<file path="src/rtl/video_timing_gen.sv">
// VGA raster timing generator: pixel prescaler, H/V counters, sync/DE delay line
// matching the upstream pixel pipeline, and a registered colour/sync output stage.
module video_timing_gen #(
    parameter int H_ACTIVE         = 640,
    parameter int H_FRONT_PORCH    = 16,
    parameter int H_SYNC           = 96,
    parameter int H_BACK_PORCH     = 48,
    parameter int V_ACTIVE         = 480,
    parameter int V_FRONT_PORCH    = 10,
    parameter int V_SYNC           = 2,
    parameter int V_BACK_PORCH     = 33,
    parameter bit HSYNC_POL        = 1'b1,
    parameter bit VSYNC_POL        = 1'b1,
    parameter int CLK_DIV          = 2,
    parameter int PIPE_DELAY       = 2,
    parameter int COLOR_BITS       = 4,
    parameter int FRAME_LEAD_LINES = 1,
    localparam int H_TOTAL = H_ACTIVE + H_FRONT_PORCH + H_SYNC + H_BACK_PORCH,
    localparam int V_TOTAL = V_ACTIVE + V_FRONT_PORCH + V_SYNC + V_BACK_PORCH,
    localparam int XW      = $clog2(H_TOTAL),
    localparam int YW      = $clog2(V_TOTAL)
) (
    input  logic                      clk,
    input  logic                      rst_n,
    input  logic                      enable,
    input  logic [3*COLOR_BITS-1:0]   pixel_rgb,
    input  logic [YW-1:0]             irq_line,
    output logic                      next_pixel,
    output logic                      next_line,
    output logic                      next_frame,
    output logic                      vblank_pulse,
    output logic                      line_irq,
    output logic [XW-1:0]             x_pos,
    output logic [YW-1:0]             y_pos,
    output logic [COLOR_BITS-1:0]     vga_r,
    output logic [COLOR_BITS-1:0]     vga_g,
    output logic [COLOR_BITS-1:0]     vga_b,
    output logic                      vga_hsync,
    output logic                      vga_vsync,
    output logic                      vga_de
);

    localparam int DW = (CLK_DIV > 1) ? $clog2(CLK_DIV) : 1;
    localparam int CW = 3 * COLOR_BITS;

    localparam logic [DW-1:0] DIV_LAST    = DW'(CLK_DIV - 1);
    localparam logic [XW-1:0] H_LAST      = XW'(H_TOTAL - 1);
    localparam logic [XW-1:0] H_ACT_END   = XW'(H_ACTIVE);
    localparam logic [XW-1:0] HS_START    = XW'(H_ACTIVE + H_FRONT_PORCH);
    localparam logic [XW-1:0] HS_END      = XW'(H_ACTIVE + H_FRONT_PORCH + H_SYNC);
    localparam logic [YW-1:0] V_LAST      = YW'(V_TOTAL - 1);
    localparam logic [YW-1:0] V_ACT_END   = YW'(V_ACTIVE);
    localparam logic [YW-1:0] VS_START    = YW'(V_ACTIVE + V_FRONT_PORCH);
    localparam logic [YW-1:0] VS_END      = YW'(V_ACTIVE + V_FRONT_PORCH + V_SYNC);
    localparam logic [YW-1:0] VBLANK_LINE = YW'(V_ACTIVE - 1);
    localparam logic [YW-1:0] FRAME_LINE  = YW'(V_TOTAL - 1 - FRAME_LEAD_LINES);

    logic [DW-1:0] div_cnt_reg;
    logic [XW-1:0] x_reg;
    logic [YW-1:0] y_reg;
    logic          pix_en;
    logic          h_last;
    logic          v_last;

    // Raw and delayed control bits, packed as {hsync, vsync, active}
    logic [2:0]    raw_ctrl;
    logic [2:0]    dly_ctrl;

    logic          de_reg;
    logic          hsync_reg;
    logic          vsync_reg;
    logic [CW-1:0] rgb_reg;

    assign pix_en = enable && (div_cnt_reg == DIV_LAST);
    assign h_last = (x_reg == H_LAST);
    assign v_last = (y_reg == V_LAST);

    always_ff @(posedge clk or negedge rst_n) begin
        if (!rst_n) begin
            div_cnt_reg <= '0;
        end else if (!enable) begin
            div_cnt_reg <= '0;
        end else begin
            div_cnt_reg <= pix_en ? '0 : div_cnt_reg + 1'b1;
        end
    end

    always_ff @(posedge clk or negedge rst_n) begin
        if (!rst_n) begin
            x_reg <= '0;
            y_reg <= '0;
        end else if (!enable) begin
            x_reg <= '0;
            y_reg <= '0;
        end else if (pix_en) begin
            if (h_last) begin
                x_reg <= '0;
                y_reg <= v_last ? '0 : y_reg + 1'b1;
            end else begin
                x_reg <= x_reg + 1'b1;
            end
        end
    end

    assign raw_ctrl[2] = (x_reg >= HS_START) && (x_reg < HS_END);
    assign raw_ctrl[1] = (y_reg >= VS_START) && (y_reg < VS_END);
    assign raw_ctrl[0] = (x_reg < H_ACT_END) && (y_reg < V_ACT_END);

    // Delay line advances per pixel so sync/DE line up with the colour arriving
    // from the upstream pipeline PIPE_DELAY pixels after its position was issued.
    generate
        if (PIPE_DELAY == 0) begin : g_no_pipe
            assign dly_ctrl = raw_ctrl;
        end else begin : g_pipe
            logic [2:0] pipe_reg [PIPE_DELAY];

            always_ff @(posedge clk or negedge rst_n) begin
                if (!rst_n) begin
                    for (int i = 0; i < PIPE_DELAY; i++) pipe_reg[i] <= 3'b000;
                end else if (!enable) begin
                    for (int i = 0; i < PIPE_DELAY; i++) pipe_reg[i] <= 3'b000;
                end else if (pix_en) begin
                    pipe_reg[0] <= raw_ctrl;
                    for (int i = 1; i < PIPE_DELAY; i++) pipe_reg[i] <= pipe_reg[i-1];
                end
            end

            assign dly_ctrl = pipe_reg[PIPE_DELAY-1];
        end
    endgenerate

    always_ff @(posedge clk or negedge rst_n) begin
        if (!rst_n) begin
            de_reg    <= 1'b0;
            rgb_reg   <= '0;
            hsync_reg <= ~HSYNC_POL;
            vsync_reg <= ~VSYNC_POL;
        end else if (!enable) begin
            de_reg    <= 1'b0;
            rgb_reg   <= '0;
            hsync_reg <= ~HSYNC_POL;
            vsync_reg <= ~VSYNC_POL;
        end else if (pix_en) begin
            de_reg    <= dly_ctrl[0];
            rgb_reg   <= dly_ctrl[0] ? pixel_rgb : '0;
            hsync_reg <= dly_ctrl[2] ? HSYNC_POL : ~HSYNC_POL;
            vsync_reg <= dly_ctrl[1] ? VSYNC_POL : ~VSYNC_POL;
        end
    end

    // Strobes are high in the clk whose edge performs the update they describe
    assign next_pixel   = pix_en;
    assign next_line    = pix_en && h_last;
    assign vblank_pulse = next_line && (y_reg == VBLANK_LINE);
    assign next_frame   = next_line && (y_reg == FRAME_LINE);
    assign line_irq     = next_line && (y_reg == irq_line);

    assign x_pos     = x_reg;
    assign y_pos     = y_reg;
    assign vga_r     = rgb_reg[3*COLOR_BITS-1:2*COLOR_BITS];
    assign vga_g     = rgb_reg[2*COLOR_BITS-1:COLOR_BITS];
    assign vga_b     = rgb_reg[COLOR_BITS-1:0];
    assign vga_hsync = hsync_reg;
    assign vga_vsync = vsync_reg;
    assign vga_de    = de_reg;

endmodule

</file>
<file path="config.mk">
export PLATFORM = sky130hd
export DESIGN_NAME = video_timing_gen
export DESIGN_NICKNAME = d
export VERILOG_FILES = /design/src/rtl/video_timing_gen.sv
export SDC_FILE = /design/constraint.sdc
export NUM_CORES = 1
export LEC_CHECK = 0
export CAP_MARGIN = 20
export CORE_ASPECT_RATIO = 1.75
export CORE_MARGIN = 10
export CORE_UTILIZATION = 48
export DETAILED_ROUTE_END_ITERATION = 7
export PLACE_DENSITY = 0.84
export SLEW_MARGIN = 15
export SYNTH_ARGS = -nofsm -noshare
export SYNTH_HDL_FRONTEND = slang
export SYNTH_SLANG_ARGS = --single-unit
</file>
<file path="constraint.sdc">
create_clock -name clk -period 2.4 [get_ports clk]
set_input_delay 0.72 -clock clk [delete_from_list [all_inputs] [get_ports clk]]
set_output_delay 0.72 -clock clk [all_outputs]
set_load 0.005 [all_outputs]
</file>
==> results by stage, run 1 <==
Outcome:
- The flow ran to the end, but the final reports show violations.
- The final reports fail on setup timing.

Pwr:
- The leakage dissipation is 1.47 nW.
- The power density normalized to cell area is 452 nW/um^2.
- Summed over all nets, the switching power comes to 0.339 mW.
- Internal power comes to 1.20 mW.
- The maximum VDD drop is 0.000631 V.
- Per report_power, the sequential group accounts for 46.8% of the total.
- Net switching is 22.0% of the power.
- Combinational logic is responsible for 9.3% of the overall power.
- The clock network burns 43.8% of the power.

Timing:
- For this run, the top clock speed supported by timing is 0.401 GHz.
- After layout, the worst setup slack is -91.5 ps.
- The transition time of the tightest slew-check pin is 492 ps.
- Of the available clock period, the critical path in the final layout requires 104%.
- The relative slew slack is 67.2%.
- For the finished layout, the period the worst path requires is 2490 ps.
- Setup repair after global routing could not meet its margin everywhere.
- The number of hold-slack violations in the final timing report is 0.
- The final-report setup violation count is 2.
- The count of final max-slew check failures came to 0.
- The final setup skew is 9.42 ps.

Synthesis:
- Synthesis instantiated 41 different standard cells from the library.
- After synthesis, the share of flip-flops with an asynchronous set or reset is 100%.
- By area the synthesized netlist is led by sky130_fd_sc_hd__dfrtp_1 (46%), sky130_fd_sc_hd__a21oi_1 (5.1%), sky130_fd_sc_hd__nand3_1 (4.9%).
- The count of warnings emitted by yosys is 0.
- The netlist area before placement is 2270 um^2.
- The synthesized design contains 0 enable-type register cells.
- The share of synthesized area in the top cell type comes to 46.4%.
- The most frequently used cell type in the post-synthesis netlist is sky130_fd_sc_hd__dfrtp_1.
- The largest area contributor in the synthesized netlist is sky130_fd_sc_hd__dfrtp_1.
- Counting every instance in the synthesized netlist gives 246.
- The post-synthesis net count is 276.
- The mean post-synth cell area is 9.21 um^2.
- By count the netlist is led by sky130_fd_sc_hd__dfrtp_1 (42), sky130_fd_sc_hd__nand2_1 (28), sky130_fd_sc_hd__a21oi_1 (23), sky130_fd_sc_hd__nand3_1 (22), sky130_fd_sc_hd__nor2_1 (21).
- The sequential share of the synthesized area is 46.4%.
- In this run, synthesis produced a sequential element count of 42.
- For this run, the leading register cell type out of synthesis is sky130_fd_sc_hd__dfrtp_1.

Clock tree:
- The H-tree was split into 2 levels.
- CTS placed an instance of sky130_fd_sc_hd__clkbuf_8 at the clock tree root.
- The clock net in this run drives a total of 42 sinks.
- TritonCTS built the clock tree.
- In this run the deepest clock path goes through 2 buffers.
- The number of clock buffers inserted by TritonCTS is 5.
- Clock-pin slew was measured on the worst setup and hold paths at 80 ps.
- At the later pin of the worst-skew pair, clock insertion delay measures 300 ps.

Cells and area:
- Summing all multi-input logic gate instances after layout gives 1160 um^2.
- The layout has 326 filler cells.
- The final design area excluding fillers is 3400 um^2.
- The net count of the finished layout is 373.
- The area of all sequential standard cells is 1050 um^2.
- The number of diodes is 0.
- The register with the most flip-flops in the layout has 12 of them.
- The share of cells above drive strength 1 is 21.8%.
- From synthesis to final layout, the design area changed by 50.2%.

Placed design:
- The worst slack after detailed placement is -880 ps.
- The port buffer count is 64.
- Summing all placed instances gives a cell area of 3140 um^2.
- The half-perimeter wire length after detailed placement is 5050 um.
- The final RePlAce weighted congestion is 0.857.

Critical path:
- The launching point of the worst reg2reg path is x_pos[1].
- The worst setup path is captured at an output port.
- The reg-to-reg endpoint is y_pos[6].
- The worst setup path endpoint is next_frame.
- The number of buffers and inverters on the critical path is 2.
- The highest fanout seen on the critical path is 2.
- The category of the worst setup path launch point is a flop.
- The startpoint-to-endpoint class of the critical path is flop to output port.
- For this design, the slowest cell found on the critical path is sky130_fd_sc_hd__dfrtp_1.
- Data on the critical path arrives at its endpoint at 1770 ps.
- Traced cell by cell, the critical path runs through ha_2, nand4_1, nor4_4, nand2_1, buf_4, nor3_2, buf_2.
- The critical path starts at x_pos[1].
- The critical path runs through a total of 7 cells.
- The kind of cell with the highest combined delay along the critical path is simple AND/OR/NAND/NOR gates.
- The biggest cell delay along the critical path is 370 ps.
- In this run the register-to-register setup slack is 110 ps.
- Measured in cells, the most critical reg-to-reg path has a length of 8.
- The endpoint required time on the critical path is 1680 ps.

Global routing:
- The global-route wire length before repair is 11400 um.
- The number of global-route vias before repair is 2362.
- For this run, the total global-route usage over all layers was measured as 17.4%.
- The number of antenna violations at the first check in global routing is 0.
- The largest net degree at the start of global routing is 28.
- After global routing the overflow that remains totals 0.

Die:
- The die is 71.9 um wide.
- The initial utilization of the core area, before any placement, comes to 49.0%.
- The die area is 7980 um^2.
- The die is 111 um tall.
- The placeable core region is 4620 um^2.
- Row generation in the floorplan step produced 33 rows.
- The number of placed I/O pins is 65.

Min path:
- The path class of the lowest-slack min-delay path is input port to asynchronous set/reset pin.

Routing:
- In the routed layout, each cell is associated on average with a via count of 5.66.
- Before antenna repair, the detailed router went through 5 iterations.
- After detailed routing, the total wire length is 7070 um.
- The remaining antenna violation count is 0.
- The final routed DRC violation total is 0.
- For this block, the initial DRC count from the detailed router was 94.
- For this block, the via count after detailed routing is 2240.
- After detailed routing, the average wire length per cell comes to 17.8 um.

Run:
- Max-cap violations in this run came to 0.
-- worst min path at each step --
stage / slack [ps] / end / startpoint / depth (start not counted)
finish: 370 / rgb_reg[8] / rst_n / 1
global route: 390 / rgb_reg[8] / rst_n / 1
CTS: 390 / rgb_reg[8] / rst_n / 1
detailed placement: 520 / vga_hsync / vga_hsync / 2
global placement: 500 / vga_de / vga_de / 2
floorplan: 420 / div_cnt_reg / rst_n / 0
-- routing by layer --
metal / wire (um) / track usage [%] / vias to the layer above
li1: - / - / 1061
met2: 3910 / 31.4 / 92
met4: 225 / 7.78 / 0
met5: 0 / 0 / -
met3: 439 / 4.21 / 20
met1: 2500 / 17.8 / 1067
-- cell families (layout without fill, tap and decap cells) --
kind of cell | count (synthesis) | after routing | synth area share [%]
simple gates | 112 | 112 | 26.2
fa+ha+maj | 5 | 5 | 2.76
mux | 6 | 6 | 2.65
xor+xnor | 18 | 18 | 6.96
buf+inv | 23 | 121 | 4.97
compound gates | 40 | 40 | 10.1
flops | 42 | 42 | 46.4
-- power groups by stage --
| stage | registers, mW | logic [mW] | clock network (mW) |
|---|---|---|---|
| 6_report | 0.721 | 0.144 | 0.674 |
| 5_1_grt | 0.722 | 0.156 | 0.708 |
| 4_1_cts | 0.721 | 0.143 | 0.675 |
| 3_5_place_dp | 0.734 | 0.144 | 0 |
| 3_3_place_gp | 0.734 | 0.142 | 0 |
| 2_1_floorplan | 0.734 | 0.0537 | 0 |
-- what timing repair did --
item / 4_1_cts / 5_1_grt
endpoints found under the setup margin: 5 / 9
resized for setup: 32 / 21
setup buffers: 12 / 2
endpoints found under the hold margin: 0 / 0
hold buffers: 0 / 0
pin swaps: 19 / 14
-- through the flow --
stage	util, %	total power, mW	setup TNS [ps]	cells	hold WS (ps)
finish	73.6	1.54	-92.9	396	370
global route	73.6	1.59	-366	396	388
CTS	72.8	1.54	-517	396	386
detailed placement	67.9	0.878	-3510	379	516
global placement	67.9	0.876	-3480	379	505
floorplan	-	0.788	0	246	424
-- layout by cell type, fill, tap and decap left out, types with 3 or more instances in the layout --
cell	count
sky130_fd_sc_hd__xor2_1	9
sky130_fd_sc_hd__dlymetal6s2s_1	6
sky130_fd_sc_hd__o21ai_0	8
sky130_fd_sc_hd__clkdlybuf4s15_1	3
sky130_fd_sc_hd__buf_2	3
sky130_fd_sc_hd__xnor2_1	9
sky130_fd_sc_hd__nor2_1	20
sky130_fd_sc_hd__clkdlybuf4s50_1	47
sky130_fd_sc_hd__a21oi_1	22
sky130_fd_sc_hd__mux2i_1	6
sky130_fd_sc_hd__nand3_1	22
sky130_fd_sc_hd__nand4_1	10
sky130_fd_sc_hd__buf_4	36
sky130_fd_sc_hd__dfrtp_1	42
sky130_fd_sc_hd__or3_1	4
sky130_fd_sc_hd__buf_6	5
sky130_fd_sc_hd__clkbuf_8	5
sky130_fd_sc_hd__nand2_1	27
sky130_fd_sc_hd__nor4_1	4
sky130_fd_sc_hd__inv_1	7
sky130_fd_sc_hd__ha_1	4
sky130_fd_sc_hd__nor3_1	3
-- final cells by class --
| cell class | count | area share [%] |
|---|---|---|
| multi-input cells | 181 | 34.1 |
| inverters | 9 | 0.992 |
| clock inverters | 3 | 2.02 |
| flip-flops and latches | 42 | 30.9 |
| well taps | 52 | 1.91 |
| repair buffers | 104 | 28.1 |
| clock buffers | 5 | 2.02 |
Note: power is estimated with default switching activity, not from simulation.
==> inputs of run 2 (changes only) <==
--- a/config.mk
+++ b/config.mk
@@ -10,7 +10,7 @@
 export CORE_MARGIN = 10
 export CORE_UTILIZATION = 48
 export DETAILED_ROUTE_END_ITERATION = 7
-export PLACE_DENSITY = 0.84
+export PLACE_DENSITY = 0.81
 export SLEW_MARGIN = 15
 export SYNTH_ARGS = -nofsm -noshare
 export SYNTH_HDL_FRONTEND = slang
==> run 2 against run 1 <==
Effect of this change:
- the run still ends with setup timing left
- cell area fell by 3.0%
- setup slack got worse by 98 ps
- clock power fell by 28%
- worst hold slack improved by 97 ps
- first-iteration DRC count rose by 51%
- clock skew rose by 12 ps
- sequential cell count did not move
- combinational power fell by 3%
- register-to-register slack improved by 190 ps
- global-route usage rose by 0.18 points
- non-clock buffer count fell by 1
- critical path type unchanged
==> results by stage, run 2 (synthesis results as in run 1) <==
Clock tree:
- The TritonCTS clock tree is done.
- The deepest clock path buffer count is 2 (unchanged).
- The number of sinks on the clock net came to 42 (unchanged).
- The clock latency on the worst-skew pair is 310 ps (about the same).
- The clock-pin transition on the worst setup and hold timing paths is 90 ps (about the same).
- The number of levels in the clock H-tree is 2 (unchanged).
- The number of clock buffers inserted by TritonCTS is 5 (unchanged).
- The tree is rooted in a sky130_fd_sc_hd__clkbuf_8.
- The number of buffers added to fix hold violations after cts is 0 (unchanged).

Critical path:
- The endpoint required time on the critical path is 1680 ps (about the same).
- The category of the worst setup path launch point is a flop.
- The worst setup path is captured at an output port.
- In this run the critical register-to-register path is captured at y_pos[6].
- The highest fanout seen on the critical path is 2 (unchanged).
- The depth of the most critical reg-to-reg path came to 6 (-2).
- The worst path arrival time is 1870 ps (+100 ps).
- The launching point of the worst reg2reg path is x_pos[1].
- The startpoint-to-endpoint class of the critical path is flop to output port.
- The reg2reg setup slack came to 300 ps (+190 ps).

Timing:
- The final setup skew is 21.5 ps (+12.1 ps).
- Setup repair after global routing could not meet its margin everywhere.
- The final-report setup violation count was 3 (+1).
- The relative slew slack is 64.4% (-2.8 points).
- The number of hold-slack violations in the final timing report is 0 (unchanged).
- The portion of the clock cycle consumed by the worst path in the final layout is 108% (+4.1 points).
- The worst hold slack across all endpoints is 467 ps (+97.1 ps).
- The peak clock frequency supported by timing was 0.386 GHz (-3.8%).
- The transition time of the tightest slew-check pin came to 535 ps (+42.7 ps).
- The count of final max-slew check failures was 0 (unchanged).
- The post-route minimum period came to 2590 ps (+97.9 ps).
- The final worst setup slack was -189 ps (-97.9 ps).

Pwr:
- The combinational fraction of design power is 10.4% (+1.1 points).
- The leakage dissipation is 1.38 nW (-6.0%).
- The switching power summed over all nets was 0.356 mW (+4.9%).
- The power density normalized to cell area came to 407 nW/um^2 (-10%).
- The cell internal power dissipation is 0.988 mW (-18%).
- The switching portion of total power is 26.5% (+4.4 points).
- The maximum VDD drop was 0.000589 V (-6.6%).
- The portion of total power attributed to sequential cells came to 53.6% (+6.8 points).
- The clock power share came to 36.0% (-7.8 points).

Cells and area:
- The utilization of the core after routing was 71.4% (-2.2 points).
- The share of cells above drive strength 1 is 20.4% (-1.4 points).
- The net count of the finished layout was 372 (-0.27%).
- From synthesis to final layout, the design area changed by 45.8%.
- The number of flip-flops in the largest register is 12 (unchanged).
- The final instance count without filler cells is 395 (-0.25%).
- In the layout the commonest cells are sky130_fd_sc_hd__clkdlybuf4s50_1 (51), sky130_fd_sc_hd__dfrtp_1 (42), sky130_fd_sc_hd__buf_4 (37).
- The library cell used most frequently in the layout, excluding fill and tap cells, is sky130_fd_sc_hd__clkdlybuf4s50_1.
- The number of diodes is 0 (unchanged).

Routing:
- The final routed DRC violation total is 0 (unchanged).
- The number of detailed-routing iterations run before antenna repair came to 4 (-1).
- The iteration-0 DRC count of the detailed router came to 142 (+51%).
- The via count came to 2228 (-0.54%).
- The average detailed-routed wire length per instance is 17.4 um (-2.3%).
- The remaining antenna violation count is 0 (unchanged).
- The final routed wirelength across all metal layers is 6880 um (-2.6%).
- The number of vias per cell after detailed routing is 5.64 (-0.28%).

Die:
- The number of placed I/O pins was 65 (unchanged).
- The number of rows in the core area is 33 (unchanged).
- The initial core utilization is 49.0% (unchanged).
- The die area is 7980 um^2 (unchanged).
- The chip height is 111 um (unchanged).
- The placeable core region came to 4620 um^2 (unchanged).
- The die outline width is 71.9 um (unchanged).

Global routing:
- The number of global-route vias before repair is 2317 (-1.9%).
- The number of antenna violations at the first check in global routing is 0 (unchanged).
- The total global routing track utilization came to 17.5% (+0.18 points).
- The aggregate global routing overflow is 0 (unchanged).
- The global-route wire length before repair came to 11400 um (-0.18%).
- The largest net degree at the start of global routing is 43 (+54%).

Placed design:
- The final RePlAce weighted congestion is 0.873 (+1.8%).
- The half-perimeter wire length after detailed placement is 4950 um (-2.0%).
- The port buffer count came to 64 (unchanged).
- The placed instance count is 379 (unchanged).

Outcome:
- The run finished, with violations left.
- The checks that failed: setup timing.

Min path:
- The path class of the tightest hold or removal check is input port to asynchronous set/reset pin.

Run:
- The number of max-cap violations was 0 (unchanged).
## run 2: timing repair
item                                    4_1_cts  5_1_grt
endpoints found under the hold margin         0        0
endpoints found under the setup margin        5        4
setup buffers                                 5        4
pin swaps                                    13        6
resized for setup                            28       11
## run 2: power groups by stage
stage,logic [mW],registers (mW),clock network [mW]
after detailed placement,0.143,0.734,0
after global placement,0.141,0.734,0
after floorplan,0.0537,0.734,0
after global routing,0.153,0.721,0.522
after CTS,0.140,0.721,0.496
final,0.140,0.721,0.483
## run 2: how the worst max path moves through the flow
stage / start / endpoint / slack [ps] / depth (start not counted)
after detailed placement: enable / next_frame / -870 / 6
after floorplan: enable / next_frame / 60 / 4
after CTS: x_pos[6] / next_frame / -140 / 6
after global routing: x_pos[1] / next_frame / -250 / 7
final: x_pos[1] / next_frame / -190 / 7
after global placement: enable / next_frame / -830 / 6
## run 2: stage by stage
step	setup slack [ps]	setup TNS [ps]	power, mW	area [um^2]
floorplan	60.5	0	0.788	2270
global placement	-834	-3360	0.875	3130
detailed placement	-871	-3480	0.877	3130
CTS	-138	-317	1.36	3250
global route	-253	-621	1.40	3300
finish	-189	-409	1.34	3300
## run 2: worst max-delay path: stages, from the launching register on
cell and delay [ps]:
sky130_fd_sc_hd__dfrtp_1 380, sky130_fd_sc_hd__ha_2 190, sky130_fd_sc_hd__nand4_1 170, sky130_fd_sc_hd__nor4_4 250, sky130_fd_sc_hd__nand2_1 120, sky130_fd_sc_hd__buf_4 140
sky130_fd_sc_hd__nor3_2 170, sky130_fd_sc_hd__buf_2 140
## run 2: metal layers
layer  part of all wire [%]  vias to the layer above  track usage, %
li1                       -                     1052               -
met1                     35                     1075            18.1
met2                     56                       84            31.1
met3                    5.9                       17            4.84
met4                    2.7                        0            8.04
met5                      0                        -               0
## run 2: layout make-up
cell class	instances	area, um^2
multi-input combinational	181	1150
inverter	9	33.8
clock inverter	3	23.8
clock buffer	5	68.8
tap	52	65.1
fill	360	1320
timing repair buffer	103	915
sequential	42	1050
==> inputs of run 3 (changes only) <==
--- a/config.mk
+++ b/config.mk
@@ -11,7 +11,6 @@
 export CORE_UTILIZATION = 48
 export DETAILED_ROUTE_END_ITERATION = 7
 export PLACE_DENSITY = 0.81
-export SLEW_MARGIN = 15
 export SYNTH_ARGS = -nofsm -noshare
 export SYNTH_HDL_FRONTEND = slang
 export SYNTH_SLANG_ARGS = --single-unit
==> results of run 3 <==
No change in the layout: final DEF, timing and power equal those of run 2.
